<file path="src/rtl/riscv_pkg.sv">
// Shared RISC-V decode constants and the memory-stage FSM state type.
// Store lane helpers live here so decode and data shaping stay in one place.
package riscv_pkg;

   localparam logic [6:0] OPC_LOAD   = 7'b0000011;
   localparam logic [6:0] OPC_STORE  = 7'b0100011;
   localparam logic [6:0] OPC_OP     = 7'b0110011;
   localparam logic [6:0] OPC_OP_IMM = 7'b0010011;
   localparam logic [6:0] OPC_JALR   = 7'b1100111;

   localparam logic [2:0] F3_B  = 3'b000;
   localparam logic [2:0] F3_H  = 3'b001;
   localparam logic [2:0] F3_W  = 3'b010;
   localparam logic [2:0] F3_BU = 3'b100;
   localparam logic [2:0] F3_HU = 3'b101;

   typedef enum logic {IDLE = 1'b0, BUSY = 1'b1} state_t;

   function automatic logic [3:0] store_be(input logic [2:0] f3, input logic [1:0] a);
      case (f3)
         F3_B:    store_be = 4'b0001 << a;
         F3_H:    store_be = a[1] ? 4'b1100 : 4'b0011;
         default: store_be = 4'b1111;
      endcase
   endfunction

   // Narrow stores replicate across every lane so the memory only needs the byte enables.
   function automatic logic [31:0] store_wdata(input logic [2:0] f3, input logic [31:0] d);
      case (f3)
         F3_B:    store_wdata = {4{d[7:0]}};
         F3_H:    store_wdata = {2{d[15:0]}};
         default: store_wdata = d;
      endcase
   endfunction

endpackage

</file>
<file path="src/rtl/load_extend.sv">
// Selects the addressed byte/half of a loaded word and sign- or zero-extends it.
module load_extend
   import riscv_pkg::*;
(
   input  logic [31:0] rdata,
   input  logic [1:0]  addr,
   input  logic [2:0]  funct3,
   output logic [31:0] value
);

   logic [7:0]  byte_sel;
   logic [15:0] half_sel;

   always_comb begin
      byte_sel = rdata[7:0];
      case (addr)
         2'd1:    byte_sel = rdata[15:8];
         2'd2:    byte_sel = rdata[23:16];
         2'd3:    byte_sel = rdata[31:24];
         default: byte_sel = rdata[7:0];
      endcase
      half_sel = addr[1] ? rdata[31:16] : rdata[15:0];
      case (funct3)
         F3_B:    value = {{24{byte_sel[7]}}, byte_sel};
         F3_H:    value = {{16{half_sel[15]}}, half_sel};
         F3_BU:   value = {24'd0, byte_sel};
         F3_HU:   value = {16'd0, half_sel};
         default: value = rdata;
      endcase
   end

endmodule

</file>
<file path="src/rtl/mem_stage.sv">
// Memory-access pipeline stage: issues loads/stores over a req/ack port, stalls while busy.
// Build option MEM_MISALIGN_TRAP_EN turns misaligned half/word accesses into error write-backs.
module mem_stage
   import riscv_pkg::*;
#(
   parameter int TIMEOUT_CYCLES = 255
) (
   input  logic        clk,
   input  logic        reset,
   input  logic        ex_valid_in,
   input  logic [31:0] pc_in,
   input  logic [31:0] iw_in,
   input  logic [31:0] alu_in,
   input  logic [31:0] rs2_data_in,
   input  logic        wb_en_in,
   input  logic [4:0]  wb_reg_in,
   output logic        stall_out,
   output logic        dmem_req,
   output logic        dmem_we,
   output logic [3:0]  dmem_be,
   output logic [31:0] dmem_addr,
   output logic [31:0] dmem_wdata,
   input  logic        dmem_ack,
   input  logic [31:0] dmem_rdata,
   output logic        wb_valid_out,
   output logic [31:0] pc_out,
   output logic [31:0] iw_out,
   output logic        wb_en_out,
   output logic [4:0]  wb_reg_out,
   output logic [31:0] wb_data_out,
   output logic        err_out,
   output logic        df_mem_enable,
   output logic [4:0]  df_mem_reg,
   output logic [31:0] df_mem_data
);

   localparam logic [7:0] TIMEOUT_LAST = 8'(TIMEOUT_CYCLES - 1);

   state_t      state_reg, state_next;
   logic [7:0]  cnt_reg;
   logic [1:0]  addr_lo_reg;
   logic        wb_en_pend_reg;
   logic [4:0]  wb_reg_pend_reg;
   logic        dmem_req_reg, dmem_we_reg;
   logic [3:0]  dmem_be_reg;
   logic [31:0] dmem_addr_reg, dmem_wdata_reg;
   logic        wb_valid_reg, wb_en_reg, err_reg;
   logic [31:0] pc_reg, iw_reg, wb_data_reg;
   logic [4:0]  wb_reg_reg;

   logic [6:0]  opcode;
   logic [2:0]  funct3;
   logic        is_load, is_store, is_bad, trap, mem_go, timeout_hit;
   logic [31:0] load_value;

   assign opcode   = iw_in[6:0];
   assign funct3   = iw_in[14:12];
   assign is_load  = (opcode == OPC_LOAD) && (funct3 inside {F3_B, F3_H, F3_W, F3_BU, F3_HU});
   assign is_store = (opcode == OPC_STORE) && (funct3 inside {F3_B, F3_H, F3_W});
   assign is_bad   = ((opcode == OPC_LOAD) || (opcode == OPC_STORE)) && !is_load && !is_store;

`ifdef MEM_MISALIGN_TRAP_EN
   assign trap = (is_load || is_store) &&
                 (((funct3[1:0] == 2'b01) && alu_in[0]) ||
                  ((funct3[1:0] == 2'b10) && (alu_in[1:0] != 2'b00)));
`else
   assign trap = 1'b0;
`endif

   assign mem_go      = (is_load || is_store) && !trap;
   assign timeout_hit = (cnt_reg == TIMEOUT_LAST);

   load_extend u_load_extend (
      .rdata  (dmem_rdata),
      .addr   (addr_lo_reg),
      .funct3 (iw_reg[14:12]),
      .value  (load_value)
   );

   always_ff @(posedge clk) begin
      if (reset) state_reg <= IDLE;
      else       state_reg <= state_next;
   end

   always_comb begin
      state_next = state_reg;
      stall_out  = 1'b0;
      case (state_reg)
         IDLE: if (ex_valid_in && mem_go) state_next = BUSY;
         BUSY: begin
            stall_out = 1'b1;
            if (dmem_ack || timeout_hit) state_next = IDLE;
         end
         default: state_next = IDLE;
      endcase
   end

   always_ff @(posedge clk) begin
      if (reset) begin
         cnt_reg         <= '0;
         addr_lo_reg     <= '0;
         wb_en_pend_reg  <= 1'b0;
         wb_reg_pend_reg <= '0;
         dmem_req_reg    <= 1'b0;
         dmem_we_reg     <= 1'b0;
         dmem_be_reg     <= '0;
         dmem_addr_reg   <= '0;
         dmem_wdata_reg  <= '0;
         wb_valid_reg    <= 1'b0;
         wb_en_reg       <= 1'b0;
         err_reg         <= 1'b0;
         pc_reg          <= '0;
         iw_reg          <= '0;
         wb_data_reg     <= '0;
         wb_reg_reg      <= '0;
      end else begin
         wb_valid_reg <= 1'b0;
         err_reg      <= 1'b0;
         case (state_reg)
            IDLE: begin
               cnt_reg <= '0;
               if (ex_valid_in) begin
                  pc_reg <= pc_in;
                  iw_reg <= iw_in;
                  if (mem_go) begin
                     dmem_req_reg    <= 1'b1;
                     dmem_we_reg     <= is_store;
                     dmem_be_reg     <= is_store ? store_be(funct3, alu_in[1:0]) : 4'b1111;
                     dmem_addr_reg   <= {alu_in[31:2], 2'b00};
                     dmem_wdata_reg  <= is_store ? store_wdata(funct3, rs2_data_in) : 32'd0;
                     addr_lo_reg     <= alu_in[1:0];
                     wb_en_pend_reg  <= wb_en_in && is_load;
                     wb_reg_pend_reg <= wb_reg_in;
                  end else begin
                     // Non-memory, malformed and trapped instructions all retire next cycle.
                     wb_valid_reg <= 1'b1;
                     wb_en_reg    <= wb_en_in && !is_bad && !trap;
                     wb_reg_reg   <= wb_reg_in;
                     wb_data_reg  <= trap ? 32'd0 : alu_in;
                     err_reg      <= trap;
                  end
               end
            end
            BUSY: begin
               cnt_reg <= cnt_reg + 8'd1;
               if (dmem_ack) begin
                  dmem_req_reg <= 1'b0;
                  wb_valid_reg <= 1'b1;
                  wb_en_reg    <= wb_en_pend_reg;
                  wb_reg_reg   <= wb_reg_pend_reg;
                  wb_data_reg  <= dmem_we_reg ? 32'd0 : load_value;
               end else if (timeout_hit) begin
                  dmem_req_reg <= 1'b0;
                  wb_valid_reg <= 1'b1;
                  wb_en_reg    <= 1'b0;
                  wb_reg_reg   <= wb_reg_pend_reg;
                  wb_data_reg  <= 32'd0;
                  err_reg      <= 1'b1;
               end
            end
            default: cnt_reg <= '0;
         endcase
      end
   end

   assign dmem_req      = dmem_req_reg;
   assign dmem_we       = dmem_we_reg;
   assign dmem_be       = dmem_be_reg;
   assign dmem_addr     = dmem_addr_reg;
   assign dmem_wdata    = dmem_wdata_reg;
   assign wb_valid_out  = wb_valid_reg;
   assign pc_out        = pc_reg;
   assign iw_out        = iw_reg;
   assign wb_en_out     = wb_en_reg;
   assign wb_reg_out    = wb_reg_reg;
   assign wb_data_out   = wb_data_reg;
   assign err_out       = err_reg;
   assign df_mem_enable = wb_valid_reg && wb_en_reg && (wb_reg_reg != 5'd0);
   assign df_mem_reg    = wb_reg_reg;
   assign df_mem_data   = wb_data_reg;

endmodule

</file>
<file path="config.mk">
export PLATFORM = sky130hd
export DESIGN_NAME = mem_stage
export DESIGN_NICKNAME = d
export VERILOG_FILES = /design/src/rtl/riscv_pkg.sv /design/src/rtl/load_extend.sv /design/src/rtl/mem_stage.sv
export SDC_FILE = /design/constraint.sdc
export NUM_CORES = 1
export LEC_CHECK = 0
export ABC_AREA = 1
export CAP_MARGIN = 10
export CORE_AREA = 4 4 147 149
export DETAILED_ROUTE_END_ITERATION = 8
export DIE_AREA = 0 0 151 153
export GPL_ROUTABILITY_DRIVEN = 0
export PLACE_DENSITY = 0.82
export REMOVE_ABC_BUFFERS = 1
export SYNTH_ARGS = -nofsm -noshare
export SYNTH_HDL_FRONTEND = slang
export SYNTH_SLANG_ARGS = --single-unit
export TNS_END_PERCENT = 10
</file>
<file path="constraint.sdc">
create_clock -name clk -period 3.9 [get_ports clk]
set_input_delay 0.39 -clock clk [delete_from_list [all_inputs] [get_ports clk]]
set_output_delay 0.39 -clock clk [all_outputs]
set_load 0.005 [all_outputs]
</file>
; ---- Word level (Yosys, flattened, before mapping)
; Cells that the tools add are included.
[totals]
reg_bits = 189
input_bits = 170
output_inout_bits = 213
word_cells = 101
[op_classes]
n_addsub = 1
n_eq_ne = 17
n_shift = 1
mux = 40
n_bitwise = 1
reduce_logical = 24
[ops]
columns = cell, n
row1 = 32-bit 2-to-1 mux, 6
row2 = 32-bit one-hot mux with 2 select lines, 2
row3 = 32-bit one-hot mux with 4 select lines, 1
row4 = 8-bit one-hot mux with 3 select lines, 1
row5 = 5-bit 2-to-1 mux, 4
row6 = 16-bit 2-to-1 mux, 1
row7 = 8-bit one-hot mux with 2 select lines, 1
row8 = 1-bit 2-to-1 mux, 15
row9 = 3-bit equality test (second input constant), 4
row10 = 1-bit one-hot mux with 2 select lines, 5
row11 = 5-bit one-hot mux with 2 select lines, 1
row12 = 5-bit nonzero test, 2
row13 = 1-bit logical AND, 9
row14 = 3-bit AND reduction, 3
row15 = 8-bit by 1-bit adder with 8-bit output (second input constant), 1
row16 = 8-bit equality test (second input constant), 1
row17 = 4-bit 2-to-1 mux, 2
row18 = 4-bit one-hot mux with 2 select lines, 1
row19 = 7-bit by 2-bit equality test with 1-bit output (second input constant), 1
row20 = 7-bit by 6-bit equality test with 1-bit output (second input constant), 1
row21 = 3-bit by 1-bit equality test with 1-bit output (second input constant), 2
row22 = 3-bit logical NOT, 2
row23 = 2-bit != test (second input constant), 3
row24 = 2-bit equality test (second input constant), 2
row25 = 9 further kinds, 13

; ---- Logic depth before layout (Yosys ltp)
[logic_depth]
depth_word = 11
mapped_depth = 11
mapped_depth_nobuf = 9

; ---- By module
; A second synthesis with hierarchy kept.
[unflattened]
hier_cells = 1290
area_unflattened_um2 = 9024.9
[modules_own_cells]
columns = mod, n_inst, cells_per_inst, area_each_um2, seq_area_each_um2
row1 = mem_stage, 1, 1144, 8262.9, 3783.6
row2 = load_extend, 1, 146, 762.0, 0.0

; ---- Worst setup path after synthesis
; OpenSTA, ideal clock, no wires.
[synth_timing]
path_type = input-to-reg
from = input iw_in[4]
to = register wb_reg_reg[0], in the netlist df_mem_reg[0]
setup_ns = 0.116
arrival_time_ns = 1.293
required_time_ns = 3.784
setup_slack_ns = 2.491
stages = 9
n_path_buf = 1
path_cell_list = nor2_1 nand2_1 nor2_2 nand3_2 nand2_2 nand2_4 buf_4 o21ai_0 nor2_1
[synth_via]
elab_chain_cells = 5
elab_cells_between_ends = 7
cone_classes = eq/ne (3) / reduce/logical (4)
[synth_rtl]
columns = element, line_no
row1 = from (decl), mem_stage.sv:12  ; input logic [31:0] iw_in,
row2 = 7-bit by 2-bit equality test with 1-bit output or 7-bit by 6-bit equality test with 1-bit output (tied branches), "mem_stage.sv:58, mem_stage.sv:59"
row3 = 1-bit logical AND (on tied branches), "mem_stage.sv:58, mem_stage.sv:59"
row4 = 1-bit logical OR (*), mem_stage.sv:70  ; assign mem_go = (is_load || is_store) && !trap;
row5 = 2-bit != test (no source line) (*), n/a
row6 = 3-bit AND reduction (no source line) (*), n/a
row7 = to (signal assigned), mem_stage.sv:138  ; wb_reg_reg <= wb_reg_in;
row8 = to (signal assigned), mem_stage.sv:150  ; wb_reg_reg <= wb_reg_pend_reg;
row9 = to (signal assigned), mem_stage.sv:156  ; wb_reg_reg <= wb_reg_pend_reg;
row10 = to (decl), mem_stage.sv:49  ; logic [4:0] wb_reg_reg;
; Mark *: on every way between the ends. The rest lies on a longest branch, timed or not.
; A chain may end at the register's enable or synchronous reset.

; ---- Worst setup path after layout
[layout_timing]
from = input iw_in[13]
to = register dmem_wdata_reg[8], in the netlist dmem_wdata[8]
[layout_via]
elab_chain_cells = 5
elab_cells_between_ends = 13
cone_classes = eq/ne (4) / mux (2) / reduce/logical (7)
[layout_rtl]
columns = element, line_no
row1 = 3-bit by 1-bit equality test with 1-bit output (tied with other cells), "riscv_pkg.sv:29, mem_stage.sv:58, mem_stage.sv:59"
row2 = 5-bit nonzero test or 3-bit nonzero test (tied branches), "mem_stage.sv:58, mem_stage.sv:59"
row3 = 1-bit logical AND (on tied branches), "mem_stage.sv:58, mem_stage.sv:59"
row4 = 1-bit logical OR, mem_stage.sv:70
row5 = 3-bit AND reduction (no source line), n/a
row6 = to (signal assigned), mem_stage.sv:130  ; dmem_wdata_reg <= is_store ? store_wdata(funct3, rs2_data_in) : 32'd0;
row7 = to (decl), mem_stage.sv:46  ; logic [31:0] dmem_addr_reg, dmem_wdata_reg;
; Parallel ways exist; a longest one is shown, timed or not.

==> results_dict.tcl <==
set metrics [dict create \
    max_slew.worst_pin.slew_ns 0.931 \
    detail_route.first_pass.iterations 5 \
    dieWidth_um 151 \
    crit_fanout 27 \
    routed_via_density 5.09 \
    postLayoutCoreUtil_pct 63.9 \
    period_needed_ns 2.48 \
    dp.cells 1798 \
    drc 0 \
    hold_depth 2 \
    drive_gt1_share_pct 5.90 \
    fmax_mhz 403 \
    r2r-start "state_reg$_SDFF_PP0_" \
    required_ns 4.26 \
    p_total_mw 4.58 \
    tns_ns 0 \
    ys_seq_area_share_pct 43.3 \
    status "completed" \
    setup_viol 0 \
    port_buffers 380 \
    drt-total-wl_um 31800 \
    cts_tree "done" \
    routed-via-count 9321 \
    min-delay-start "dmem_wdata[29]$_SDFFE_PP0P_" \
    grtUsageTotal_pct 26.2 \
    initial_utilization_pct 43.3 \
    crit_type "input port to flop" \
    synth-seq-cells 189 \
    p_leak_nw 5.34 \
    placed_area_mm2 0.0123 \
    synth_area_mm2 0.00873 \
    relSlewSlack_pct 37.9 \
    instances_no_fill 1831 \
    yosysWarnings 0 \
    synth_top_area_cell "dfxtp_1" \
    grt_max_degree 100 \
    holdPathEnd "dmem_wdata[29]$_SDFFE_PP0P_" \
    die_area_mm2 0.0231 \
    ir_worst_vdd_v 0.000277 \
    cts_hold_buf 0 \
    cts-root-buf "clkbuf_16" \
    rrSetupSlack_ns 1.67 \
    p_seq_share_pct 45.0 \
    clock_path_buffers 2 \
    setup_ws_ns 1.42 \
    end_kind "flop" \
    io-pin-count 383 \
    skew_ns 0.0161 \
    power_frac_comb_pct 16.0 \
    netlist_top_cells_area "dfxtp_1 (43%), nor2_1 (13%), nand2_1 (11%), o21ai_0 (7.9%), buf_4 (4.0%)" \
    reg2regPathDepth 5 \
    r2r_end "df_mem_reg[0]$_SDFFE_PP0P_" \
    fillers 1752 \
    synthDistinctLibCells 31 \
    internal-power_mw 3.40 \
    finalHoldViolCount 0 \
    cp_data_arrival_time_ns 2.84 \
    area_delta_synth_final_pct 47.5 \
    clk_pin_slew_ns 0.07 \
    period_share_pct 63.6 \
    switching_power_mw 1.18 \
    grt_pass1_vias 8979 \
    dp_hpwl_um 22900 \
    crit_path_start_kind "input port" \
    synth_cells 1255 \
    fin_hold_ws_ns 0.464 \
    final_cell_area_mm2 0.0129 \
    pre_cts_slack_ns 0.990 \
    switching_share_pct 25.7 \
    cts_sinks 189 \
    placeableCoreArea_mm2 0.0202 \
    yosys.area.top_type_share_pct 43.3 \
    clock_latency_ns 0.43 \
    fin_nets 1719 \
    cts_buffers 17 \
    cts_resized 0 \
    antenna_found_initial 2 \
    syn_avg_cell_area_um2 6.96 \
    cts_setup_buffers 0 \
    overflow 0 \
    initialDrtViolationCount 602 \
    grt_first_pass_wirelength_um 48200 \
    ant_nets 0 \
    hp-class "flop to flop" \
    max-cap-violations 0 \
    powerDensity_mw_per_mm2 355 \
    wl_per_cell_um 17.4 \
    die_h_um 153 \
    rsz0062_at_grt "false" \
    drv_slew 0 \
    p_clk_share_pct 39.0 \
    num_rows 52 \
    htreeDepth 4 \
]
==> worst max-delay path: stages <==
cell and delay [ns]:
clkdlybuf4s50_1 0.40, inv_1 0.26, nand3_1 0.47, nand2_2 0.54, inv_1 0.37, nand2_1 0.15, nand3_1 0.09, a21oi_1 0.16
==> metal layers <==
metal | wire length (um) | up-vias | part of all wire [%] | track usage, %
met3 | 3080 | 55 | 9.7 | 8.77
met5 | 13 | - | 0.041 | 0
met2 | 15700 | 401 | 49 | 45.5
met1 | 12100 | 4306 | 38 | 30.1
li1 | - | 4557 | - | -
met4 | 849 | 2 | 2.7 | 8.77
==> worst max-delay path by stage <==
| stage | end | startpoint | cells after the start |
|---|---|---|---|
| floorplan | dmem_addr[10]$_SDFFE_PP0P_ | state_reg$_SDFF_PP0_ | 6 |
| global placement | dmem_wdata[23]$_SDFFE_PP0P_ | iw_in[13] | 9 |
| detailed placement | dmem_wdata[8]$_SDFFE_PP0P_ | iw_in[13] | 8 |
| CTS | dmem_wdata[8]$_SDFFE_PP0P_ | iw_in[13] | 8 |
| global route | dmem_wdata[14]$_SDFFE_PP0P_ | iw_in[13] | 8 |
| finish | dmem_wdata[8]$_SDFFE_PP0P_ | iw_in[13] | 8 |
==> area by class of cell <==
cell class,instances,area [um2],area share [%]
Clock buffer,19,443,3.44
Multi-Input combinational cell,904,4090,31.8
Sequential cell,189,3780,29.4
Inverter,47,179,1.39
Tap cell,270,338,2.62
Antenna cell,2,5.00,0.0389
Timing Repair Buffer,388,3890,30.2
Clock inverter,12,150,1.17
==> placed cells by master (no fill, tap or decap), types with 31 or more instances in the layout <==
master and count:
o21ai_0 138, clkdlybuf4s50_1 380, nor2_1 298, nand2_1 248, dfxtp_1 189, nand3b_1 31
inv_1 36, nand3_1 45, a21oi_1 63
==> power by group through the flow <==
stage	Sequential (mW)	Combinational [mW]	Clock, mW
2_1_floorplan	2.10	0.235	0
3_3_place_gp	2.10	0.725	0
3_5_place_dp	2.10	0.731	0
4_1_cts	2.06	0.736	1.81
5_1_grt	2.07	0.797	1.90
6_report	2.06	0.733	1.79
==> cells by family (layout without fill, tap and decap cells) <==
family          Yosys count  after routing  share of synthesized area (%)
simple gates            675            675                           33.2
compound gates          223            223                           13.1
flops                   189            189                           43.3
buf+inv                 163            466                           9.87
fa+ha+maj                 2              2                          0.286
xor+xnor                  2              2                          0.201
other cells               1              4                         0.0429
==> Yosys cell counts <==
| cell type | instances |
|---|---|
| a21oi_1 | 63 |
| nor2_2 | 12 |
| xor2_1 | 2 |
| nand2_4 | 3 |
| nor2_1 | 298 |
| nor3_1 | 4 |
| nand3b_1 | 31 |
| conb_1 | 1 |
| o21ai_0 | 138 |
| o21ai_1 | 11 |
| nand3_2 | 1 |
| o211a_1 | 1 |
| nand3_4 | 1 |
| nand4_1 | 6 |
| o22ai_1 | 1 |
| nor2_4 | 4 |
| inv_2 | 10 |
| buf_4 | 46 |
| or2_2 | 17 |
| clkbuf_1 | 34 |
| nand2_1 | 248 |
| ha_1 | 2 |
| buf_1 | 4 |
| inv_1 | 37 |
| buf_6 | 6 |
| nand2_2 | 4 |
| nand3b_4 | 1 |
| buf_2 | 26 |
| nand3_1 | 45 |
| o211ai_1 | 9 |
| dfxtp_1 | 189 |
(Power assumes the default switching activity.)
